## src/rtl/uart_tx_arbiter_pkg.sv

```systemverilog
// Shared types and helpers for the uart_tx_arbiter slice.
package uart_tx_arbiter_pkg;

  typedef enum logic [1:0] {
    S_IDLE  = 2'd0,
    S_START = 2'd1,
    S_WAIT  = 2'd2
  } arb_state_t;

  // Number of bits needed to hold the value (at least 1).
  function automatic int unsigned get_width(input int unsigned value);
    int unsigned w;
    w = 1;
    for (int unsigned i = 1; i < 32; i++) begin
      if ((value >> i) != 0) w = i + 1;
    end
    return w;
  endfunction

endpackage

```

## src/rtl/uart_tx_arbiter_rr_pick.sv

```systemverilog
// rr_pick: combinational round-robin picker. Searches req upward from
// ptr+1, wrapping at N, and returns the winner as one-hot and as index.
module rr_pick #(
  parameter int unsigned N     = 4,
  parameter int unsigned PTR_W = 2
) (
  input  logic [N-1:0]     req,
  input  logic [PTR_W-1:0] ptr,
  output logic [N-1:0]     onehot,
  output logic [PTR_W-1:0] index,
  output logic             any
);

  int unsigned cand;
  logic        found;

  // First set request after ptr, in wrap-around order.
  always_comb begin
    onehot = '0;
    index  = '0;
    any    = |req;
    found  = 1'b0;
    cand   = 0;
    for (int unsigned k = 1; k <= N; k++) begin
      cand = int'(ptr) + k;
      if (cand >= N) cand = cand - N;
      if (!found && req[cand]) begin
        found        = 1'b1;
        onehot[cand] = 1'b1;
        index        = PTR_W'(cand);
      end
    end
  end

endmodule

```

## src/rtl/uart_tx_arbiter.sv

```systemverilog
// uart_tx_arbiter: shares one uart_tx among N_REQ byte producers.
// Round-robin grant, one-cycle tx_en, waits for tx_ack, pulses done.
// Optional macro UART_ARB_LOCK_EN: an owner holding req_lock keeps the
// transmitter for its next byte without moving the round-robin pointer.
module uart_tx_arbiter
  import uart_tx_arbiter_pkg::*;
#(
  parameter int unsigned N_REQ  = 4,
  parameter int unsigned DATA_W = 8
) (
  input  logic                    clk,
  input  logic                    rst,
  input  logic [N_REQ-1:0]        req,
  input  logic [N_REQ*DATA_W-1:0] req_data,
  input  logic [N_REQ-1:0]        req_lock,
  output logic [N_REQ-1:0]        grant,
  output logic [N_REQ-1:0]        done,
  output logic                    tx_en,
  output logic [DATA_W-1:0]       tx_data,
  input  logic                    tx_busy,
  input  logic                    tx_ack
);

  localparam int unsigned PTR_W = get_width(N_REQ - 1);

  arb_state_t        state, state_n;
  logic [N_REQ-1:0]  grant_n, done_n, sel;
  logic              tx_en_n, frame_end;
  logic [DATA_W-1:0] tx_data_n;
  logic [PTR_W-1:0]  rr_ptr, rr_ptr_n;
  logic [N_REQ-1:0]  pick_onehot;
  logic [PTR_W-1:0]  pick_index;
  logic              pick_any;

`ifdef UART_ARB_LOCK_EN
  logic [N_REQ-1:0]  lock_mask, lock_mask_n;
`else
  logic              unused_req_lock;
  assign unused_req_lock = ^req_lock;
`endif

  rr_pick #(
    .N     (N_REQ),
    .PTR_W (PTR_W)
  ) u_rr_pick (
    .req    (req),
    .ptr    (rr_ptr),
    .onehot (pick_onehot),
    .index  (pick_index),
    .any    (pick_any)
  );

  // Next state and next values of every registered output.
  always_comb begin
    state_n   = state;
    grant_n   = grant;
    done_n    = '0;
    tx_en_n   = 1'b0;
    tx_data_n = tx_data;
    rr_ptr_n  = rr_ptr;
    sel       = '0;
    frame_end = 1'b0;
`ifdef UART_ARB_LOCK_EN
    lock_mask_n = lock_mask;
`endif
    case (state)
      S_IDLE: begin
        if (pick_any && !tx_busy) begin
`ifdef UART_ARB_LOCK_EN
          if (|(lock_mask & req)) begin
            sel = lock_mask;
          end else begin
            sel      = pick_onehot;
            rr_ptr_n = pick_index;
          end
          lock_mask_n = '0;
`else
          sel      = pick_onehot;
          rr_ptr_n = pick_index;
`endif
          grant_n = sel;
          tx_en_n = 1'b1;
          state_n = S_START;
          for (int unsigned i = 0; i < N_REQ; i++) begin
            if (sel[i]) tx_data_n = req_data[i*DATA_W +: DATA_W];
          end
        end
      end
      // An ack can beat busy here on a very short frame; close it out directly.
      S_START: begin
        if (tx_ack) frame_end = 1'b1;
        else if (tx_busy) state_n = S_WAIT;
      end
      S_WAIT: begin
        if (tx_ack) frame_end = 1'b1;
      end
      default: state_n = S_IDLE;
    endcase
    if (frame_end) begin
      done_n  = grant;
      grant_n = '0;
      state_n = S_IDLE;
`ifdef UART_ARB_LOCK_EN
      lock_mask_n = grant & req_lock & req;
`endif
    end
  end

  // State and output registers with synchronous reset.
  always_ff @(posedge clk) begin
    if (rst) begin
      state   <= S_IDLE;
      grant   <= '0;
      done    <= '0;
      tx_en   <= 1'b0;
      tx_data <= '0;
      rr_ptr  <= PTR_W'(N_REQ - 1);
`ifdef UART_ARB_LOCK_EN
      lock_mask <= '0;
`endif
    end else begin
      state   <= state_n;
      grant   <= grant_n;
      done    <= done_n;
      tx_en   <= tx_en_n;
      tx_data <= tx_data_n;
      rr_ptr  <= rr_ptr_n;
`ifdef UART_ARB_LOCK_EN
      lock_mask <= lock_mask_n;
`endif
    end
  end

endmodule
```

## config.mk

```make
export PLATFORM = sky130hd
export DESIGN_NAME = uart_tx_arbiter
export DESIGN_NICKNAME = d
export VERILOG_FILES = /design/src/rtl/uart_tx_arbiter_pkg.sv /design/src/rtl/uart_tx_arbiter_rr_pick.sv /design/src/rtl/uart_tx_arbiter.sv
export SDC_FILE = /design/constraint.sdc
export NUM_CORES = 1
export LEC_CHECK = 0
export BUFFER_PORTS_ARGS = -buffer_cell sky130_fd_sc_hd__buf_4
export CORE_AREA = 2 2 64 66
export CTS_BUF_LIST = sky130_fd_sc_hd__clkbuf_8
export DETAILED_ROUTE_END_ITERATION = 8
export DIE_AREA = 0 0 66 68
export GPL_TIMING_DRIVEN = 0
export PLACE_DENSITY = 0.8
export SYNTH_ARGS = -nofsm -noshare
export SYNTH_HDL_FRONTEND = slang
export SYNTH_SLANG_ARGS = --single-unit
export TNS_END_PERCENT = 5
```

## constraint.sdc

```tcl
create_clock -name clk -period 2.93 [get_ports clk]
set_input_delay 0.586 -clock clk [delete_from_list [all_inputs] [get_ports clk]]
set_output_delay 0.586 -clock clk [all_outputs]
set_load 0.01 [all_outputs]
```

==> flow_metrics.env, run 1 <==
export IMPL_status="complete, no violations"
export IMPL_ys_warnings_count=0
export IMPL_wl_per_cell_microns=14.8
export IMPL_track_usage_pct=22.3
export IMPL_drt_pass1_iterations=4
export IMPL_p_seq_share_pct=17.8
export IMPL_route_detailed_vias_per_inst=5.72
export IMPL_cts_tree="built"
export IMPL_switchingPower_w=0.00117
export IMPL_htree_levels=1
export IMPL_grt_pass1_vias=1661
export IMPL_place_hpwl_microns=3410
export IMPL_synth_mux_area_share_pct=5.11
export IMPL_vias=1843
export IMPL_multiInputGateArea_sq_um=1250
export IMPL_hold_start="grant[2]"
export IMPL_synth_yosys_seq_area_share_pct=24.2
export IMPL_grt_antenna_before_repair=0
export IMPL_pwr_share_clk_pct=7.1
export IMPL_dieArea_sq_um=4490
export IMPL_cp_arrival_ps=3020
export IMPL_synthAdderAreaFrac_pct=8.63
export IMPL_synth_area_sq_um=1740
export IMPL_drive_gt1_share_pct=36.0
export IMPL_yosys_area_share_simple_pct=16.4
export IMPL_setup_viol=0
export IMPL_hold_violations=0
export IMPL_rrSetupSlack_ps=110
export IMPL_swShare_pct=45.3
export IMPL_cts_hold_buf=0
export IMPL_avgSynthCellArea_sq_um=8.61
export IMPL_fmax_mhz=354
export IMPL_synth_cell_types=45
export IMPL_place_gp_congestion=0.873
export IMPL_ys_seq_elements=21
export IMPL_root_buffer="clkbuf_8"
export IMPL_min_to="done[2]"
export IMPL_diodes=0
export IMPL_overflow=0
export IMPL_clk_insertion_delay_late_ps=260
export IMPL_combinationalPowerShare_pct=75.1
export IMPL_register_area_sq_um=428
export IMPL_synth_compound_gate_area_share_pct=37.1
export IMPL_reg2regPathDepth=13
export IMPL_numCtsBuffers=3
export IMPL_maxCapViolations=0
export IMPL_cellLeakagePower_nw=1.03
export IMPL_num_nets_final=329
export IMPL_worst_slew_pin_slew_ps=721
export IMPL_drt_iter0_drc=98
export IMPL_area_growth_pct=39.8
export IMPL_grt_pass1_wl_microns=7830
export IMPL_period_minus_slack_ps=2820
export IMPL_r2r_start="rr_ptr[0]"
export IMPL_critPathKind="reg2reg"
export IMPL_placementRows=23
export IMPL_end_kind="register"
export IMPL_synth_xor_area_share_pct=0.504
export IMPL_die_w_microns=66
export IMPL_fin_cells=322
export IMPL_clock_skew_ps=1.48
export IMPL_p_per_area_nw_per_um2=1060
export IMPL_port_buffers=54
export IMPL_worst_slack_ps=108
export IMPL_slew_headroom_pct=51.6
export IMPL_initial_core_util_pct=45.1
export IMPL_hold_class="reg2reg"
export IMPL_timing_final_crit_share_pct=96.3
export IMPL_worstPathRequired_ps=3120
export IMPL_synth_nets=258
export IMPL_postRouteAntennaNets=0
export IMPL_drc=0
export IMPL_wl_microns=4760
export IMPL_p_int_w=0.00141
export IMPL_clock_sinks=21
export IMPL_r2r_end="tx_data[2]"
export IMPL_netlist_instances=202
export IMPL_hold_path_depth=1
export IMPL_start_kind="register"
export IMPL_nFillCells=346
export IMPL_clock_path_buffers=2
export IMPL_synth_top_family_by_area="compound AO/OA/AOI/OAI gates"
export IMPL_coreArea_sq_um=3860
export IMPL_drv_slew=0
export IMPL_grt_max_degree=12
export IMPL_num_io_pins=61
export IMPL_vdd_drop_max_mv=0.694
export IMPL_worstPathMaxFanout=10
export IMPL_die_h_microns=68
export IMPL_pre_cts_slack_ps=-370
export IMPL_clk_pin_slew_ps=70
export IMPL_dp_cells=306
[layout make-up]
type	instances	share of cell area, %
Timing Repair Buffer	65	20.1
Tap cell	50	2.57
Inverter	15	2.47
Clock buffer	3	1.70
Multi-Input combinational cell	154	51.5
Buffer	13	3.91
Sequential cell	21	17.6
Clock inverter	1	0.154
[layer usage]
layer | routed length, microns | vias to the layer above | global-route usage (%)
met1 | 2080 | 872 | 28.2
met3 | 293 | 5 | 4.11
met4 | 41 | 0 | 5.36
met5 | 0 | - | 0
met2 | 2340 | 61 | 39.6
li1 | - | 905 | -
[worst max-delay path: stages (launching register included)]
cell and delay (ps):
dfxtp_4 390, buf_8 150, clkinvlp_4 110, ha_4 310, mux4_2 320, buf_6 170
nor3b_4 220, buf_4 160, a2bb2oi_4 70, and2_4 150, buf_6 130, buf_6 140
a311o_1 290, a31oi_2 160
[worst max-delay path by stage]
| stage | startpoint | end | slack [ps] | cells after the start |
|---|---|---|---|---|
| 6_report | rr_ptr[0] | tx_data[2] | 110 | 13 |
| 5_1_grt | rr_ptr[0] | tx_data[7] | -3 | 12 |
| 4_1_cts | rr_ptr[1] | tx_data[3] | 50 | 12 |
| 3_5_place_dp | rr_ptr[0] | tx_data[3] | -370 | 11 |
| 3_3_place_gp | rr_ptr[0] | tx_data[3] | -330 | 11 |
| 2_1_floorplan | rr_ptr[0] | tx_data[2] | 70 | 12 |
[metrics by stage]
step / instance area [sq um] / TNS (ps) / total power, W / hold WS, ps / util [%]
after detailed placement: 2210 / -2930 / 0.00207 / 475 / 57.2
after floorplan: 1740 / 0 / 0.00164 / 490 / -
after CTS: 2360 / 0 / 0.00242 / 490 / 61.1
after global routing: 2430 / -2.86 / 0.00277 / 499 / 63.0
final: 2430 / 0 / 0.00258 / 489 / 63.0
after global placement: 2210 / -2530 / 0.00204 / 470 / 57.2
[synth_stat cells (all sizes together)]
library cell	n	area (sq um)
mux2i	1	10.0
or2	1	6.26
nor3	1	5.00
a21oi	16	80.1
nor3b	3	33.8
o21a	1	7.51
a311oi	1	8.76
dfxtp	21	420
nand2b	1	6.26
nand3	8	40.0
mux2	1	11.3
xnor2	1	8.76
nor2	12	45.0
nor2b	4	25.0
inv	15	56.3
a31oi	9	68.8
a2bb2oi	3	50.1
a2111oi	2	55.1
o311ai	1	8.76
nand3b	1	7.51
a41o	8	80.1
buf	8	65.1
o2bb2ai	2	23.8
and2	7	46.3
a211oi	4	30.0
or3b	1	8.76
mux4	3	67.6
o32ai	2	17.5
a221oi	2	17.5
nand2	14	52.6
nor4b	1	8.76
a22o	1	8.76
a311o	8	80.1
o21ai	21	109
clkbuf	5	18.8
ha	12	150
[power groups by stage]
stage                     clock [W]  sequential, W  combinational [W]
after floorplan                   0       0.000476            0.00116
after global placement            0       0.000452            0.00158
after detailed placement          0       0.000457            0.00161
after CTS                  0.000190       0.000454            0.00178
after global routing       0.000201       0.000473            0.00209
final                      0.000184       0.000460            0.00194
[logic make-up (layout without fill, tap and decap cells)]
kind of cell | after synthesis | count (layout)
fa+ha+maj | 12 | 12
flops | 21 | 21
buf+inv | 28 | 97
mux | 5 | 5
simple gates | 54 | 54
xor+xnor | 1 | 1
compound gates | 81 | 82
[sequential cells by signal, summed over array words and instances, names as in the netlist]
register and cells:
tx_data 8, done 4, grant 4, rr_ptr 2, state 2, tx_en 1
[cells in the final DEF (no fill, tap or decap), types with 2 or more instances in the layout]
cell type	count
a311o_1	8
a41o_1	8
a211oi_1	4
o32ai_1	2
and2_1	6
a31oi_1	7
dfxtp_4	2
clkbuf_1	4
buf_2	4
a21oi_1	15
nand3_1	8
clkbuf_8	3
buf_4	65
mux4_2	3
a2111oi_4	2
a2bb2oi_4	2
a221oi_1	2
nor3b_1	2
nor2b_1	3
o21ai_0	19
dfxtp_1	19
buf_6	4
nand2_1	14
nor2_1	12
ha_1	11
inv_1	15
[what timing repair did]
action                     4_1_cts  5_1_grt
pin swaps                        3        2
gates resized for setup         11        7
setup endpoints to repair        9        8
setup buffers                    6        5
cloned                           0        1
Power figures use the tool's default switching activity.
==> run 2, diff against run 1 <==
--- a/config.mk
+++ b/config.mk
@@ -6,13 +6,14 @@
 export NUM_CORES = 1
 export LEC_CHECK = 0
 export BUFFER_PORTS_ARGS = -buffer_cell sky130_fd_sc_hd__buf_4
-export CORE_AREA = 2 2 64 66
+export CORE_AREA = 2 2 62 64
 export CTS_BUF_LIST = sky130_fd_sc_hd__clkbuf_8
 export DETAILED_ROUTE_END_ITERATION = 8
-export DIE_AREA = 0 0 66 68
+export DIE_AREA = 0 0 64 66
 export GPL_TIMING_DRIVEN = 0
 export PLACE_DENSITY = 0.8
 export SYNTH_ARGS = -nofsm -noshare
 export SYNTH_HDL_FRONTEND = slang
+export SYNTH_HIERARCHICAL = 1
 export SYNTH_SLANG_ARGS = --single-unit
 export TNS_END_PERCENT = 5
==> flow_metrics.env, run 2 <==
export IMPL_status="complete, no violations"
export IMPL_die_w_microns=64
export IMPL_final_cell_mix="buf_4, nor2_1, mux2i_1"
export IMPL_hold_violations=0
export IMPL_final_common_cell="buf_4"
export IMPL_hold_class="reg2reg"
export IMPL_yosys_top_cells_count="dfxtp_1, mux2i_1, nor2_1"
export IMPL_regMostFlops="tx_data"
export IMPL_met1_usage_pct=22.8
export IMPL_slowest_delay_ps=580
export IMPL_fmax_mhz=352
export IMPL_coreArea_sq_um=3550
export IMPL_grt_util_met3_pct=1.36
export IMPL_cellLeakagePower_nw=0.995
export IMPL_num_io_pins=61
export IMPL_num_nets_final=300
export IMPL_crit_family="buffers and inverters"
export IMPL_setup_viol=0
export IMPL_worst_slack_ps=86.6
export IMPL_route_detailed_vias_per_inst=5.19
export IMPL_nFillCells=296
export IMPL_cts_tree="built"
export IMPL_cp_num_buf_inv=4
export IMPL_overflow=0
export IMPL_synth_nets=227
export IMPL_initial_core_util_pct=44.9
export IMPL_end_kind="register"
export IMPL_clock_path_buffers=2
export IMPL_start_kind="register"
export IMPL_vdd_drop_max_mv=0.616
export IMPL_largest_reg_flops=8
export IMPL_synth_edff_count=0
export IMPL_htree_levels=1
export IMPL_whs_ps=493
export IMPL_port_buffers=56
export IMPL_postRouteAntennaNets=0
export IMPL_p_per_area_nw_per_um2=953
export IMPL_synthTopCellsByArea="dfxtp_1, mux2i_1, ha_1"
export IMPL_final_util_pct=64.6
export IMPL_dieArea_sq_um=4220
export IMPL_cp_arrival_ps=3030
export IMPL_clk_pin_slew_ps=80
export IMPL_r2r_end="tx_data[3]"
export IMPL_finalPower_w=0.00219
export IMPL_grt_setup_unrepaired="yes"
export IMPL_worstPathMaxFanout=8
export IMPL_crit_slowest_cell="mux4_2"
export IMPL_vias=1505
export IMPL_ys_warnings_count=6
export IMPL_placementRows=22
export IMPL_timing_final_crit_share_pct=97.0
export IMPL_synth_top_area_share_pct=26.4
export IMPL_period_minus_slack_ps=2840
export IMPL_clk_insertion_delay_late_ps=260
export IMPL_hold_path_depth=1
export IMPL_worstPathRequired_ps=3120
export IMPL_synth_cell_types=40
export IMPL_r2r_start="rr_ptr[0]"
export IMPL_grt_pass1_vias=1291
export IMPL_rrSetupSlack_ps=90
export IMPL_area_growth_pct=43.8
export IMPL_wl_per_cell_microns=13.1
export IMPL_ys_seq_elements=21
export IMPL_use_met2_pct=28.8
export IMPL_drive_gt1_share_pct=42.6
export IMPL_multiInputGateArea_sq_um=1100
export IMPL_critPathKind="reg2reg"
export IMPL_wl_microns=3800
export IMPL_path_cells="clkinvlp_4 > ha_4 > mux4_2 > buf_8 > a221o_1 > buf_6 > nor4_4 > nor2_4 > clkbuf_16 > a211oi_2"
export IMPL_drc=0
export IMPL_drt_iter0_drc=84
export IMPL_clock_skew_ps=5.48
export IMPL_reg2regPathDepth=10
export IMPL_drv_slew=0
export IMPL_netlist_instances=170
export IMPL_avgSynthCellArea_sq_um=9.38
export IMPL_root_buffer="clkbuf_8"
export IMPL_grt_pass1_wl_microns=5800
export IMPL_register_area_sq_um=428
export IMPL_place_hpwl_microns=2710
export IMPL_min_to="done[3]"
export IMPL_diodes=0
export IMPL_numCtsBuffers=3
export IMPL_place_gp_congestion=0.781
export IMPL_reg_top3="tx_data (8), done (4), grant (4)"
export IMPL_track_usage_pct=16.9
export IMPL_synth_area_sq_um=1600
export IMPL_hold_start="grant[3]"
export IMPL_pre_cts_slack_ps=-219
export IMPL_maxCapViolations=0
export IMPL_ys_async_sr_fraction_pct=0
export IMPL_grt_max_degree=13
export IMPL_worst_slew_pin_slew_ps=669
export IMPL_cts_hold_buf=0
export IMPL_synth_yosys_seq_area_share_pct=26.4
export IMPL_slew_headroom_pct=55.4
export IMPL_synth_ff_type="dfxtp_1"
export IMPL_top_usage_layer="met2"
export IMPL_yosys_area_top_type="dfxtp_1"
export IMPL_die_h_microns=66
export IMPL_grt_antenna_before_repair=0
export IMPL_drt_pass1_iterations=4
export IMPL_clock_sinks=21
## run 2: cell count changes after synthesis, moves of 5 or more
cell / change
mux2i_1: +20
a21oi_1: -12
inv_1: -9
nor2_1: +9
a211oi_2: +8
a311o_1: -8
a41o_1: -8
o21ai_0: -8
a31oi_1: -7
nand3_1: -6
nand2_1: -5
## run 2: timing repair
| action | 4_1_cts | 5_1_grt |
|---|---|---|
| gates cloned | 0 | 1 |
| buffers inserted | 5 | 7 |
| gates resized for setup | 2 | 8 |
| pin swaps | 1 | 4 |
| setup endpoints to repair | 8 | 8 |
## run 2: report_power, final
| part | internal [W] | leakage (nW) | switching, W |
|---|---|---|---|
| sequential | 0.000376 | 0.172 | 0.0000626 |
| clock | 0.0000947 | 0.0255 | 0.0000958 |
| combinational | 0.000792 | 0.798 | 0.000766 |
| total | 0.00126 | 0.995 | 0.000925 |
## run 2: cell type report
type / instances / area share [%]
repair buffers: 69 / 23.3
plain buffers: 8 / 3.98
flip-flops and latches: 21 / 18.6
multi-input cells: 134 / 48.1
clock buffers: 3 / 1.80
inverters: 6 / 1.31
clock inverters: 1 / 0.218
well taps: 48 / 2.62
## run 2: worst max path at each step
stage,slack [ps],from,cells past startpoint,endpoint
CTS,50,rr_ptr[0],11,tx_data[6]
detailed placement,-220,rr_ptr[0],12,tx_data[5]
global placement,-190,rr_ptr[0],12,tx_data[5]
floorplan,-20,rr_ptr[0],12,tx_data[5]
finish,90,rr_ptr[0],10,tx_data[3]
global route,-40,rr_ptr[0],11,tx_data[1]
## run 2: metrics by stage
| step | std cells | area, sq um | TNS [ps] |
|---|---|---|---|
| floorplan | 170 | 1640 | -47.2 |
| detailed placement | 274 | 2120 | -1600 |
| global route | 290 | 2290 | -97.5 |
| CTS | 282 | 2200 | 0 |
| finish | 290 | 2290 | 0 |
| global placement | 274 | 2120 | -1390 |
## run 2: logic make-up (layout without fill, tap and decap cells)
family | count (synthesis) | in the layout | synth area share (%)
adders and majority gates | 13 | 13 | 10.2
and+or+nand+nor | 53 | 53 | 18.1
AOI/OAI and AO/OA | 44 | 44 | 22.0
buffers and inverters | 15 | 87 | 5.88
muxes | 24 | 24 | 17.4
DFF | 21 | 21 | 26.4
## run 2: worst register-to-register path, delay by kind of cell, from the launching register on
kind	cells	cell delay [ps]
flip-flops	1	370
AO/OA/AOI/OAI	2	520
multiplexers	1	580
buffers and inverters	4	600
AND/OR/NAND/NOR	2	400
adder cells (fa/ha/maj)	1	300
## run 2: layer usage
| metal | part of all wire, % | vias to the layer above |
|---|---|---|
| met3 | 4.1 | 2 |
| met1 | 46 | 693 |
| li1 | - | 768 |
| met4 | 0.61 | 0 |
| met5 | 0 | - |
| met2 | 49 | 42 |
==> run 3, diff against run 2 <==
--- a/config.mk
+++ b/config.mk
@@ -11,7 +11,7 @@
 export DETAILED_ROUTE_END_ITERATION = 8
 export DIE_AREA = 0 0 64 66
 export GPL_TIMING_DRIVEN = 0
-export PLACE_DENSITY = 0.8
+export PLACE_DENSITY = 0.81
 export SYNTH_ARGS = -nofsm -noshare
 export SYNTH_HDL_FRONTEND = slang
 export SYNTH_HIERARCHICAL = 1
==> flow_metrics.env, run 3 (synthesis gave the netlist of run 2 again) <==
export IMPL_hold_class="reg2reg"
export IMPL_slowest_delay_ps=570
export IMPL_status="complete, no violations"
export IMPL_p_per_area_nw_per_um2=953
export IMPL_htree_levels=1
export IMPL_placed_area_sq_um=2120
export IMPL_largest_reg_flops=8
export IMPL_cp_num_buf_inv=4
export IMPL_drt_iter0_drc=71
export IMPL_worst_slack_ps=84.3
export IMPL_clock_path_buffers=2
export IMPL_final_cell_mix="buf_4, nor2_1, mux2i_1"
export IMPL_final_util_pct=63.4
export IMPL_slew_headroom_pct=53.9
export IMPL_grt_antenna_before_repair=0
export IMPL_cellLeakagePower_nw=0.963
export IMPL_p_int_w=0.00121
export IMPL_wl_microns=3940
export IMPL_path_cells="clkinvlp_4 > ha_4 > mux4_2 > buf_8 > a221o_1 > buf_6 > nor4_4 > nor2_4 > buf_12 > a211oi_2"
export IMPL_p_seq_share_pct=20.6
export IMPL_reg_top3="tx_data (8), done (4), grant (4)"
export IMPL_postRouteAntennaNets=0
export IMPL_clock_sinks=21
export IMPL_numCtsBuffers=3
export IMPL_crit_family="buffers and inverters"
export IMPL_overflow=0
export IMPL_final_common_cell="buf_4"
export IMPL_grt_pass1_wl_microns=6340
export IMPL_crit_slowest_cell="mux4_2"
export IMPL_clk_pin_slew_ps=80
export IMPL_start_kind="register"
export IMPL_grt_setup_unrepaired="yes"
export IMPL_drv_slew=0
export IMPL_pre_cts_slack_ps=-272
export IMPL_nFillCells=308
export IMPL_die_h_microns=66
export IMPL_vdd_drop_max_mv=0.392
export IMPL_grt_max_degree=14
export IMPL_clk_insertion_delay_late_ps=260
export IMPL_route_detailed_vias_per_inst=5.29
export IMPL_finalPower_w=0.00215
export IMPL_pwr_share_clk_pct=8.9
export IMPL_drc=0
export IMPL_worstPathRequired_ps=3100
export IMPL_clock_skew_ps=3.54
export IMPL_diodes=0
export IMPL_place_gp_congestion=0.807
export IMPL_regMostFlops="tx_data"
export IMPL_port_buffers=56
export IMPL_vias=1508
export IMPL_worst_slew_pin_slew_ps=691
export IMPL_timing_final_crit_share_pct=97.1
export IMPL_grt_pass1_vias=1408
export IMPL_drive_gt1_share_pct=41.8
export IMPL_switchingPower_w=0.000934
export IMPL_placementRows=22
export IMPL_num_nets_final=295
export IMPL_coreArea_sq_um=3550
export IMPL_track_usage_pct=18.9
export IMPL_maxCapViolations=0
export IMPL_cts_tree="built"
export IMPL_final_area_sq_um=2250
export IMPL_hold_violations=0
export IMPL_num_io_pins=61
export IMPL_place_hpwl_microns=2830
export IMPL_drt_pass1_iterations=4
export IMPL_die_w_microns=64
export IMPL_period_minus_slack_ps=2850
export IMPL_root_buffer="clkbuf_8"
export IMPL_initial_core_util_pct=44.9
export IMPL_worstPathMaxFanout=10
export IMPL_combinationalPowerShare_pct=70.5
export IMPL_end_kind="register"
export IMPL_fmax_mhz=351
export IMPL_cp_arrival_ps=3020
export IMPL_swShare_pct=43.5
export IMPL_wl_per_cell_microns=13.8
export IMPL_setup_viol=0
export IMPL_area_growth_pct=41.1
export IMPL_dieArea_sq_um=4220
export IMPL_cts_hold_buf=0
export IMPL_critPathKind="reg2reg"
run 3: changes by cell type in the layout (fill, tap and decap cells not counted), sizes merged:
cell / previous run / this run
clkinvlp: 2 / 3
clkinv: 1 / 0
buf: 75 / 72
clkbuf: 5 / 3
run 3: what timing repair did:
| item | CTS | global route |
|---|---|---|
| cloned | 0 | 0 |
| resized for setup | 4 | 9 |
| setup buffers | 4 | 4 |
| endpoints found under the setup margin | 8 | 8 |
| pin swaps | 1 | 7 |
run 3: area by class of cell:
| type | instances | area, sq um | area share (%) |
|---|---|---|---|
| multi-input combinational | 134 | 1110 | 49.2 |
| timing repair buffer | 64 | 484 | 21.5 |
| sequential | 21 | 428 | 19.0 |
| buffer | 8 | 91.3 | 4.06 |
| tap | 48 | 60.1 | 2.67 |
| clock buffer | 3 | 41.3 | 1.83 |
| inverter | 6 | 30.0 | 1.33 |
| clock inverter | 1 | 7.51 | 0.334 |
run 3: worst paths after layout:
| path | start | to | slack [ps] | cells after the start |
|---|---|---|---|---|
| hold / removal | grant[2] | done[2] | 500 | 1 |
| setup / recovery | rr_ptr[0] | tx_data[7] | 80 | 10 |
| setup reg to reg | rr_ptr[0] | tx_data[7] | 80 | 10 |
| hold reg to reg | grant[2] | done[2] | 500 | 1 |
run 3: power groups by stage:
| stage | combinational (W) | sequential (W) | clock [W] |
|---|---|---|---|
| floorplan | 0.00102 | 0.000475 | 0 |
| global placement | 0.00134 | 0.000455 | 0 |
| detailed placement | 0.00137 | 0.000460 | 0 |
| CTS | 0.00143 | 0.000439 | 0.000194 |
| global route | 0.00165 | 0.000451 | 0.000207 |
| finish | 0.00151 | 0.000441 | 0.000191 |
run 3: metrics by stage:
step / hold WS (ps) / cells / TNS, ps
CTS: 496 / 281 / 0
detailed placement: 490 / 274 / -1750
global placement: 472 / 274 / -1470
global route: 511 / 285 / -104
finish: 497 / 285 / 0
floorplan: 465 / 170 / -47.2
run 3: layer usage:
layer,vias to the layer above,global-route usage [%],wire [microns]
li1,754,-,-
met1,709,22.1,1640
met2,41,35.9,2100
met3,4,2.21,161
met4,0,5.16,45
met5,-,0,0
